## src/rtl/llr_bram_port_arbiter_if.sv

```systemverilog
// Bundle of the writer, reader and BRAM port-A signals shared by the LLR init BRAM arbiter.
// The slave modport is the arbiter's view; the master modport is the environment's view.
interface llr_bram_port_arbiter_if #(
  parameter int unsigned ADDR_WIDTH = 10,
  parameter int unsigned DATA_WIDTH = 8
);
  logic                  wr_req;
  logic [ADDR_WIDTH-1:0] wr_addr;
  logic [DATA_WIDTH-1:0] wr_data;
  logic                  wr_grant;
  logic                  rd_req;
  logic [ADDR_WIDTH-1:0] rd_addr;
  logic                  rd_grant;
  logic [DATA_WIDTH-1:0] rd_data;
  logic                  rd_data_valid;
  logic [ADDR_WIDTH-1:0] bram_addr;
  logic [DATA_WIDTH-1:0] bram_di;
  logic                  bram_en;
  logic                  bram_we;
  logic [DATA_WIDTH-1:0] bram_do;
  logic                  starve_active;

  modport slave (
    input  wr_req, wr_addr, wr_data, rd_req, rd_addr, bram_do,
    output wr_grant, rd_grant, rd_data, rd_data_valid,
           bram_addr, bram_di, bram_en, bram_we, starve_active
  );

  modport master (
    output wr_req, wr_addr, wr_data, rd_req, rd_addr, bram_do,
    input  wr_grant, rd_grant, rd_data, rd_data_valid,
           bram_addr, bram_di, bram_en, bram_we, starve_active
  );
endinterface

```

## src/rtl/llr_bram_port_arbiter.sv

```systemverilog
// Shares BRAM port A between the LLR input writer and the stage-0 reader.
// Writes win by default; a reader denied STARVE_LIMIT cycles in a row is forced through.
module llr_bram_port_arbiter #(
  parameter int unsigned ADDR_WIDTH       = 10,
  parameter int unsigned DATA_WIDTH       = 8,
  parameter int unsigned STARVE_LIMIT     = 4,
  parameter int unsigned STARVE_CNT_WIDTH = 3
) (
  input logic                     clk_i,
  input logic                     reset_ni,
  llr_bram_port_arbiter_if.slave  bus_io
);

  typedef enum logic [1:0] {
    OP_IDLE  = 2'd0,
    OP_WRITE = 2'd1,
    OP_READ  = 2'd2
  } op_e;

  localparam logic [STARVE_CNT_WIDTH-1:0] STARVE_MAX = STARVE_CNT_WIDTH'(STARVE_LIMIT);
  localparam logic [STARVE_CNT_WIDTH-1:0] CNT_ONE    = STARVE_CNT_WIDTH'(1);

  logic [STARVE_CNT_WIDTH-1:0] starve_cnt_q;
  logic [STARVE_CNT_WIDTH-1:0] starve_cnt_d;
  op_e                         last_op_q;
  op_e                         last_op_d;

  logic                  starve_s;
  logic                  rd_grant_s;
  logic                  wr_grant_s;
  logic                  bram_en_s;
  logic                  bram_we_s;
  logic [ADDR_WIDTH-1:0] bram_addr_s;
  logic [DATA_WIDTH-1:0] bram_di_s;
  logic                  rd_valid_s;

  // Same-cycle arbitration; everything is held low while reset is asserted.
  always_comb begin
    starve_s   = 1'b0;
    rd_grant_s = 1'b0;
    wr_grant_s = 1'b0;
    if (reset_ni) begin
      starve_s   = bus_io.rd_req && (starve_cnt_q == STARVE_MAX);
      rd_grant_s = bus_io.rd_req && (!bus_io.wr_req || starve_s);
      wr_grant_s = bus_io.wr_req && !rd_grant_s;
    end else begin
      starve_s   = 1'b0;
      rd_grant_s = 1'b0;
      wr_grant_s = 1'b0;
    end
  end

  // Port-A drive follows whichever requester holds the grant.
  always_comb begin
    bram_en_s   = 1'b0;
    bram_we_s   = 1'b0;
    bram_addr_s = '0;
    bram_di_s   = '0;
    if (wr_grant_s) begin
      bram_en_s   = 1'b1;
      bram_we_s   = 1'b1;
      bram_addr_s = bus_io.wr_addr;
      bram_di_s   = bus_io.wr_data;
    end else if (rd_grant_s) begin
      bram_en_s   = 1'b1;
      bram_we_s   = 1'b0;
      bram_addr_s = bus_io.rd_addr;
      bram_di_s   = '0;
    end else begin
      bram_en_s   = 1'b0;
      bram_we_s   = 1'b0;
      bram_addr_s = '0;
      bram_di_s   = '0;
    end
  end

  // Next starvation count and next operation record.
  always_comb begin
    starve_cnt_d = '0;
    last_op_d    = OP_IDLE;
    if (bus_io.rd_req && !rd_grant_s) begin
      if (starve_cnt_q == STARVE_MAX) begin
        starve_cnt_d = STARVE_MAX;
      end else begin
        starve_cnt_d = starve_cnt_q + CNT_ONE;
      end
    end else begin
      starve_cnt_d = '0;
    end
    case ({wr_grant_s, rd_grant_s})
      2'b10:   last_op_d = OP_WRITE;
      2'b01:   last_op_d = OP_READ;
      default: last_op_d = OP_IDLE;
    endcase
  end

  // State registers with synchronous active-low reset.
  always_ff @(posedge clk_i) begin
    if (!reset_ni) begin
      starve_cnt_q <= '0;
      last_op_q    <= OP_IDLE;
    end else begin
      starve_cnt_q <= starve_cnt_d;
      last_op_q    <= last_op_d;
    end
  end

  // Gating with reset drops the return of a read whose grant was followed by reset.
  assign rd_valid_s = reset_ni && (last_op_q == OP_READ);

  assign bus_io.wr_grant      = wr_grant_s;
  assign bus_io.rd_grant      = rd_grant_s;
  assign bus_io.starve_active = starve_s;
  assign bus_io.bram_en       = bram_en_s;
  assign bus_io.bram_we       = bram_we_s;
  assign bus_io.bram_addr     = bram_addr_s;
  assign bus_io.bram_di       = bram_di_s;
  assign bus_io.rd_data_valid = rd_valid_s;
  assign bus_io.rd_data       = rd_valid_s ? bus_io.bram_do : '0;

endmodule

```

## src/flat_wrapper.sv

```systemverilog
// flat-port wrapper written by rule: the top's interface ports become plain ports
module llr_bram_port_arbiter_flat 
#(
  parameter int unsigned ADDR_WIDTH       = 10,
  parameter int unsigned DATA_WIDTH       = 8,
  parameter int unsigned STARVE_LIMIT     = 4,
  parameter int unsigned STARVE_CNT_WIDTH = 3
)
  (clk_i, reset_ni, bus_io_wr_req, bus_io_wr_addr, bus_io_wr_data, bus_io_rd_req, bus_io_rd_addr, bus_io_bram_do, bus_io_wr_grant, bus_io_rd_grant, bus_io_rd_data, bus_io_rd_data_valid, bus_io_bram_addr, bus_io_bram_di, bus_io_bram_en, bus_io_bram_we, bus_io_starve_active);
  llr_bram_port_arbiter_if #(.ADDR_WIDTH(ADDR_WIDTH), .DATA_WIDTH(DATA_WIDTH)) bus_io_i ();
  input logic clk_i;
  input logic reset_ni;
  input wire logic [$bits(bus_io_i.wr_req)-1:0] bus_io_wr_req;
  input wire logic [$bits(bus_io_i.wr_addr)-1:0] bus_io_wr_addr;
  input wire logic [$bits(bus_io_i.wr_data)-1:0] bus_io_wr_data;
  input wire logic [$bits(bus_io_i.rd_req)-1:0] bus_io_rd_req;
  input wire logic [$bits(bus_io_i.rd_addr)-1:0] bus_io_rd_addr;
  input wire logic [$bits(bus_io_i.bram_do)-1:0] bus_io_bram_do;
  output wire logic [$bits(bus_io_i.wr_grant)-1:0] bus_io_wr_grant;
  output wire logic [$bits(bus_io_i.rd_grant)-1:0] bus_io_rd_grant;
  output wire logic [$bits(bus_io_i.rd_data)-1:0] bus_io_rd_data;
  output wire logic [$bits(bus_io_i.rd_data_valid)-1:0] bus_io_rd_data_valid;
  output wire logic [$bits(bus_io_i.bram_addr)-1:0] bus_io_bram_addr;
  output wire logic [$bits(bus_io_i.bram_di)-1:0] bus_io_bram_di;
  output wire logic [$bits(bus_io_i.bram_en)-1:0] bus_io_bram_en;
  output wire logic [$bits(bus_io_i.bram_we)-1:0] bus_io_bram_we;
  output wire logic [$bits(bus_io_i.starve_active)-1:0] bus_io_starve_active;
  assign bus_io_i.wr_req = bus_io_wr_req;
  assign bus_io_i.wr_addr = bus_io_wr_addr;
  assign bus_io_i.wr_data = bus_io_wr_data;
  assign bus_io_i.rd_req = bus_io_rd_req;
  assign bus_io_i.rd_addr = bus_io_rd_addr;
  assign bus_io_i.bram_do = bus_io_bram_do;
  assign bus_io_wr_grant = bus_io_i.wr_grant;
  assign bus_io_rd_grant = bus_io_i.rd_grant;
  assign bus_io_rd_data = bus_io_i.rd_data;
  assign bus_io_rd_data_valid = bus_io_i.rd_data_valid;
  assign bus_io_bram_addr = bus_io_i.bram_addr;
  assign bus_io_bram_di = bus_io_i.bram_di;
  assign bus_io_bram_en = bus_io_i.bram_en;
  assign bus_io_bram_we = bus_io_i.bram_we;
  assign bus_io_starve_active = bus_io_i.starve_active;
  llr_bram_port_arbiter #(.ADDR_WIDTH(ADDR_WIDTH), .DATA_WIDTH(DATA_WIDTH), .STARVE_LIMIT(STARVE_LIMIT), .STARVE_CNT_WIDTH(STARVE_CNT_WIDTH)) u_core (.clk_i(clk_i), .reset_ni(reset_ni), .bus_io(bus_io_i));
endmodule
```

## config.mk

```make
export PLATFORM = sky130hd
export DESIGN_NAME = llr_bram_port_arbiter_flat
export DESIGN_NICKNAME = d
export VERILOG_FILES = /design/src/rtl/llr_bram_port_arbiter_if.sv /design/src/rtl/llr_bram_port_arbiter.sv /design/src/flat_wrapper.sv
export SDC_FILE = /design/constraint.sdc
export NUM_CORES = 1
export LEC_CHECK = 0
export ABC_AREA = 0
export CAP_MARGIN = 30
export CELL_PAD_IN_SITES_DETAIL_PLACEMENT = 1
export CELL_PAD_IN_SITES_GLOBAL_PLACEMENT = 1
export CORE_UTILIZATION = 14
export CTS_BUF_LIST = sky130_fd_sc_hd__clkbuf_8
export DETAILED_ROUTE_END_ITERATION = 7
export PLACE_DENSITY = 0.83
export SKIP_CTS_REPAIR_TIMING = 1
export SLEW_MARGIN = 20
export SYNTH_ARGS = -nofsm -noshare
export SYNTH_HDL_FRONTEND = slang
export SYNTH_SLANG_ARGS = --single-unit
```

## constraint.sdc

```tcl
create_clock -name clk_i -period 1.32 [get_ports clk_i]
set_input_delay 0.132 -clock clk_i [delete_from_list [all_inputs] [get_ports clk_i]]
set_output_delay 0.132 -clock clk_i [all_outputs]
set_load 0.01 [all_outputs]
```

==> run_results.csv, run 1 <==
group,metric,value,unit
status,outcome,"complete, but fails checks",
status,violations,"setup timing",
timing,tightest_slew,270.1,ps
placement,dp_hpwl,2016,um
critical_path,worstSetupStartpointType,"flip-flop",
critical_path,worstPathMaxFanout,5,
job,maxCapViolCount,0,
clock_tree,cts_max_level,1,
clock_tree,cts_tree,"done",
critical_path,crit_type,"reg2out",
floorplanning,num_rows,20,
synth,netlist.area_leader.share,0.2100,
worst_hold_path,hp-class,"in2reg",
critical_path,r2r.worst_path.cells,8,
synth,syn_area,476.7,um^2
power_and_ir_drop,ir_drop,0.7408,mV
timing,fmax,593.8,MHz
grt,globalRoute.totalOverflow,0,
placement,io_buffer_count,71,
synth,yosysTopAreaCell,"and2_1",
clock_tree,clk_latency,220,ps
route,dr_total_vias,786,
power_and_ir_drop,p_leak,0.8600,nW
timing,slew_viol_final,0,
floorplanning,die_area,3642,um^2
timing,timing.slew.headroom,0.8197,
critical_path,crit_arrival,1550,ps
grt,grt_pass1_wl,3256,um
floorplanning,dieHeight,60.35,um
synth,syn_area_per_cell,8.219,um^2
synth,synth_cell_types,20,
grt,first_global_vias,715,
final_layout,num_antenna_cells,0,
placement,gp_congestion,0.7224,
timing,tns,-6467,ps
final_layout,final_layout_size_suffix_gt1_frac,0.4828,
timing,finalCriticalPeriod,1684,ps
synth,synth.net_count,100,
final_layout,fin_nets,188,
synth,yosys_warnings,0,
route,wl_per_cell,16.90,um
route,viasPerCell,4.159,
grt,grt_max_degree,22,
grt,track_usage,0.1242,
route,first_iter_violations,9,
clock_tree,clk_pin_slew,40,ps
final_layout,final_util,0.5119,
synth,synthArstFlopShare,0,
synth,synth_cells,58,
critical_path,crit_required,1190,ps
floorplanning,pin_count,72,
route,drc_errors,0,
route,ant_nets,0,
floorplanning,core,3153,um^2
grt,antenna_found_initial,0,
timing,min_period_over_period,1.276,
final_layout,fillers,360,
floorplanning,die_w,60.35,um
power_and_ir_drop,power.density,502.0,nW/um^2
timing,setup-violations-final,23,
clock_tree,cts-root-buf,"clkbuf_8",
timing,fin_ws,-364.1,ps
timing,hold_viol,0,
critical_path,endpoint_kind,"output pin",
clock_tree,clock-sinks,5,
floorplanning,initial_utilization,0.1512,
synth,synthTopCellsByArea,"and2_1 21%, dfxtp_1 21%, a22o_2 17%",
synth,ys_ff_latch,5,
clock_tree,clockBufferDepth,2,
worst_hold_path,hold_depth,3,
synth,synth-edff-count,0,
final_layout,area_delta_synth_final,238.6,%
synth,synthFlopType,"dfxtp_1",
route,dr.pass1.iters,3,
timing,fin_skew,3.342,ps
route,wirelength,3194,um
synth,yosysSeqAreaShare,0.2100,
timing,rsz0062_at_grt,"true",
clock_tree,cts-buffers-inserted,3,
## layer usage
metal	up-vias	wire (um)	track usage
li1	375	-	-
met5	-	0	0
met2	38	1937	0.2590
met4	0	10	0.03987
met3	2	188	0.03838
met1	371	1057	0.1093
## cell families (layout without fill, tap and decap cells)
kind of cell    after synthesis  in the layout  synth area share
simple gates                 27             28            0.3438
compound gates               15             15            0.2835
fa+ha+maj                     2              2           0.05249
flops                         5              5            0.2100
buf+inv                       9             95            0.1102
## sequential cells by signal, summed over array words and instances, names as in the netlist
register             flops
u_core.last_op_q         2
u_core.starve_cnt_q      3
## layout by cell type, fill, tap and decap left out, types with 5 or more instances in the layout
master           synthesis  final
a22o_4                   0      5
and2_1                  16      8
and2_4                   0      8
buf_4                    3      6
buf_6                    1     25
clkdlybuf4s50_1          0     38
dlymetal6s2s_1           0     10
## worst paths after layout
path	start	slack [ps]	end
max reg2reg	u_core.starve_cnt_q[1]	40	u_core.starve_cnt_q[0]
min reg2reg	u_core.starve_cnt_q[0]	530	u_core.starve_cnt_q[0]
max	u_core.starve_cnt_q[1]	-360	bus_io_bram_addr[3]
min	reset_ni	310	u_core.last_op_q[0]
## power by group
| group | leakage [nW] | total (mW) | internal (mW) | switching (mW) |
|---|---|---|---|---|
| registers | 0.0418 | 0.159 | 0.157 | 0.00256 |
| logic | 0.791 | 0.381 | 0.256 | 0.125 |
| clock network | 0.0269 | 0.270 | 0.199 | 0.0710 |
| total | 0.860 | 0.810 | 0.612 | 0.198 |
## metrics by stage
| stage | hold WS [ps] | power [mW] | instance area, um^2 | instances | setup WS (ps) |
|---|---|---|---|---|---|
| after CTS | 549.9 | 0.7410 | 1328 | 179 | -773.6 |
| final | 312.9 | 0.8103 | 1614 | 189 | -364.1 |
| after global routing | 347.4 | 0.8544 | 1614 | 189 | -414.1 |
| after detailed placement | 544.6 | 0.4625 | 1282 | 175 | -665.1 |
| after floorplan | 223.9 | 0.2454 | 476.7 | 58 | 34.54 |
| after global placement | 492.9 | 0.4520 | 1282 | 175 | -603.1 |
## cells in the mapped netlist (2+ instances only)
master / number
nor2_1: 3
nand2_2: 2
ha_1: 2
dfxtp_1: 5
buf_4: 3
and2_1: 16
a22o_1: 2
inv_1: 4
nor3b_1: 2
a22o_2: 8
a21oi_1: 2
## critical path: stages, from the launching register on
cell and delay (ps):
dfxtp_2 310, inv_2 60, ha_4 170, a31oi_4 110, buf_6 150, clkbuf_16 140, a22o_2 270, buf_6 120
## final cells by class
type / count / area (um^2) / share of cell area
tap: 44 / 55.05 / 0.03411
sequential: 5 / 102.6 / 0.06357
clock buffer: 3 / 41.29 / 0.02558
inverter: 4 / 15.01 / 0.009302
multi-input combinational: 45 / 434.2 / 0.2690
clock inverter: 1 / 3.754 / 0.002326
timing repair buffer: 87 / 962.2 / 0.5961
Note: power is estimated with default switching activity, not from simulation.
==> run 2: changes to the inputs <==
--- a/config.mk
+++ b/config.mk
@@ -12,8 +12,7 @@
 export CORE_UTILIZATION = 14
 export CTS_BUF_LIST = sky130_fd_sc_hd__clkbuf_8
 export DETAILED_ROUTE_END_ITERATION = 7
-export PLACE_DENSITY = 0.83
-export SKIP_CTS_REPAIR_TIMING = 1
+export PLACE_DENSITY = 0.8
 export SLEW_MARGIN = 20
 export SYNTH_ARGS = -nofsm -noshare
 export SYNTH_HDL_FRONTEND = slang
==> run 2 against run 1 <==
Net effect:
- the run still ends with setup timing left
- critical path depth is the same
- via count grew 1.1%
- register-to-register slack improved by 40 ps
- power decreased by 1.1%
- worst setup slack improved by 45 ps
- worst hold slack improved by 73 ps
- final area fell by 7.4%
- clock skew is 1.5 ps higher
- largest cell class unchanged
- largest power group unchanged
==> run_results.csv, run 2 (synthesis gave the netlist of run 1 again) <==
group,metric,value,unit
status,outcome,"complete, but fails checks",
status,violations,"setup timing",
placement,io_buffer_count,71,
worst_hold_path,hold_start,"bus_io_rd_req",
clock_tree,cts-buffers-inserted,3,
floorplanning,die_w,60.35,um
timing,tns,-4997,ps
critical_path,rr_startpoint,"u_core.starve_cnt_q[0]",
clock_tree,cts-root-buf,"clkbuf_8",
power_and_ir_drop,p_sw,0.2059,mW
timing,tightest_slew,229.9,ps
clock_tree,clock-sinks,5,
critical_path,path_depth,7,
grt,grt_max_degree,12,
power_and_ir_drop,pwr-share-comb,0.452,
critical_path,crit_arrival,1510,ps
timing,rsz0062_at_grt,"true",
grt,first_global_vias,850,
grt,track_usage,0.1675,
job,maxCapViolCount,0,
critical_path,worstSetupStartpointType,"flip-flop",
clock_tree,postCtsHoldBufs,0,
grt,grt_pass1_wl,4340,um
final_layout,top_register,"u_core.starve_cnt_q",
power_and_ir_drop,ir_drop,0.4285,mV
timing,slew_viol_final,0,
final_layout,area_delta_synth_final,213.6,%
power_and_ir_drop,p_leak,0.6995,nW
power_and_ir_drop,switching_share,0.2570,
power_and_ir_drop,p_int,0.5954,mW
worst_hold_path,min_to,"u_core.last_op_q[0]",
placement,gp_congestion,0.7060,
route,dr_total_vias,795,
floorplanning,pin_count,72,
power_and_ir_drop,power.density,535.9,nW/um^2
floorplanning,core,3153,um^2
floorplanning,dieHeight,60.35,um
route,viasPerCell,4.229,
critical_path,crit_slowest_cell,"dfxtp_2",
power_and_ir_drop,power_frac_clock,0.349,
route,drc_errors,0,
route,dr.pass1.iters,4,
route,first_iter_violations,4,
power_and_ir_drop,p_seq_frac,0.200,
final_layout,most-common-layout-cells,"37 x clkdlybuf4s50_1, 16 x buf_6, 14 x buf_2",
timing,fmax,610.2,MHz
floorplanning,die_area,3642,um^2
critical_path,r2r-end,"u_core.starve_cnt_q[1]",
critical_path,crit_buf_inv,4,
clock_tree,clk_latency,220,ps
final_layout,final_layout_size_suffix_gt1_frac,0.5000,
final_layout,num_antenna_cells,0,
critical_path,path_cells,"inv_2, ha_4, a31oi_4, buf_6, buf_16, a22o_4, buf_6",
critical_path,r2r.worst_path.cells,8,
timing,fin_skew,4.825,ps
critical_path,crit_top_cell,"buf_6",
worst_hold_path,hp-class,"in2reg",
route,ant_nets,0,
timing,timing.slew.headroom,0.8465,
grt,globalRoute.totalOverflow,0,
critical_path,crit_type,"reg2out",
route,wirelength,3039,um
route,wl_per_cell,16.16,um
clock_tree,cts_tree,"done",
timing,min_period_over_period,1.241,
final_layout,layout_commonest_cell,"clkdlybuf4s50_1",
timing,hold_viol,0,
placement,dp_hpwl,1967,um
clock_tree,clockBufferDepth,2,
timing,setup-violations-final,23,
final_layout,final_util,0.4742,
final_layout,fin_nets,187,
floorplanning,initial_utilization,0.1512,
timing,fin_ws,-318.8,ps
critical_path,max_stage_delay,310,ps
final_layout,instances_no_fill,188,
clock_tree,clk_pin_slew,40,ps
critical_path,r2r_slack,80,ps
worst_hold_path,hold_depth,2,
critical_path,crit_required,1190,ps
critical_path,endpoint_kind,"output pin",
final_layout,largest_reg_flops,3,
grt,antenna_found_initial,0,
critical_path,crit_start,"u_core.starve_cnt_q[0]",
final_layout,reg_top3,"u_core.starve_cnt_q: 3 flops, u_core.last_op_q: 2 flops",
clock_tree,cts_max_level,1,
critical_path,critical-path-top-delay-family,"buffers and inverters",
placement,post-place-cells,176,
timing,finalCriticalPeriod,1639,ps
floorplanning,num_rows,20,
critical_path,worstPathMaxFanout,5,
-- run 2: cell types whose count changed in the layout (fill, tap and decap cells not counted), sizes merged --
cell,previous run,this run
clkbuf,6,8
buf,36,41
dlygate4sd2,0,3
dlymetal6s2s,10,0
clkdlybuf4s50,38,37
-- run 2: repair_timing --
action	in CTS	in global routing
endpoints found under the setup margin	32	31
pin swaps	15	2
resized for setup	151	13
setup buffers	5	1
gates cloned	4	0
endpoints found under the hold margin	0	0
-- run 2: worst max path at each step --
stage	endpoint	slack, ps
final	bus_io_bram_addr[8]	-320
after global routing	bus_io_bram_addr[8]	-370
after detailed placement	bus_io_bram_addr[3]	-630
after floorplan	bus_io_bram_addr[0]	30
after CTS	bus_io_bram_addr[8]	-320
after global placement	bus_io_bram_addr[3]	-600
-- run 2: final cells by class --
type	count	area, um^2
clock buffers	3	41.29
clock inverters	1	3.754
fillers	382	1658
inverters	4	15.01
multi-input cells	45	436.7
flip-flops and latches	5	103.9
well taps	44	55.05
repair buffers	86	839.6
-- run 2: worst register-to-register path, cell delays in order, from the launching register on --
cell and delay, ps:
dfxtp_2 310, inv_2 60, ha_4 170, nand2_4 60, buf_4 140, buf_6 100
buf_6 110, nand4_1 110, nor2_1 60
-- run 2: power by group through the flow --
stage,Clock [mW],Sequential (mW),Combinational (mW)
after floorplan,0,0.160,0.0855
after global placement,0,0.160,0.295
after detailed placement,0,0.160,0.302
after CTS,0.290,0.160,0.359
after global routing,0.300,0.160,0.381
final,0.279,0.160,0.362
-- run 2: metal layers --
layer,vias up,GRT usage,share of wire
li1,375,-,-
met1,376,0.1564,0.33
met2,40,0.3501,0.59
met3,4,0.02772,0.065
met4,0,0.06645,0.014
met5,-,0,0
-- run 2: per-stage QoR --
stage	setup WS [ps]	power, mW	cell area [um^2]	hold slack [ps]
2_1_floorplan	34.54	0.2454	476.7	223.9
3_3_place_gp	-602.5	0.4544	1290	491.7
3_5_place_dp	-632.0	0.4624	1290	512.5
4_1_cts	-321.6	0.8092	1526	381.6
5_1_grt	-372.0	0.8419	1495	422.0
6_report	-318.8	0.8013	1495	386.1
==> run 3: changes to the inputs <==
--- a/config.mk
+++ b/config.mk
@@ -12,6 +12,7 @@
 export CORE_UTILIZATION = 14
 export CTS_BUF_LIST = sky130_fd_sc_hd__clkbuf_8
 export DETAILED_ROUTE_END_ITERATION = 7
+export GPL_TIMING_DRIVEN = 1
 export PLACE_DENSITY = 0.8
 export SLEW_MARGIN = 20
 export SYNTH_ARGS = -nofsm -noshare
==> results of run 3 <==
The final DEF is identical to that of run 2; final timing and power are the same.
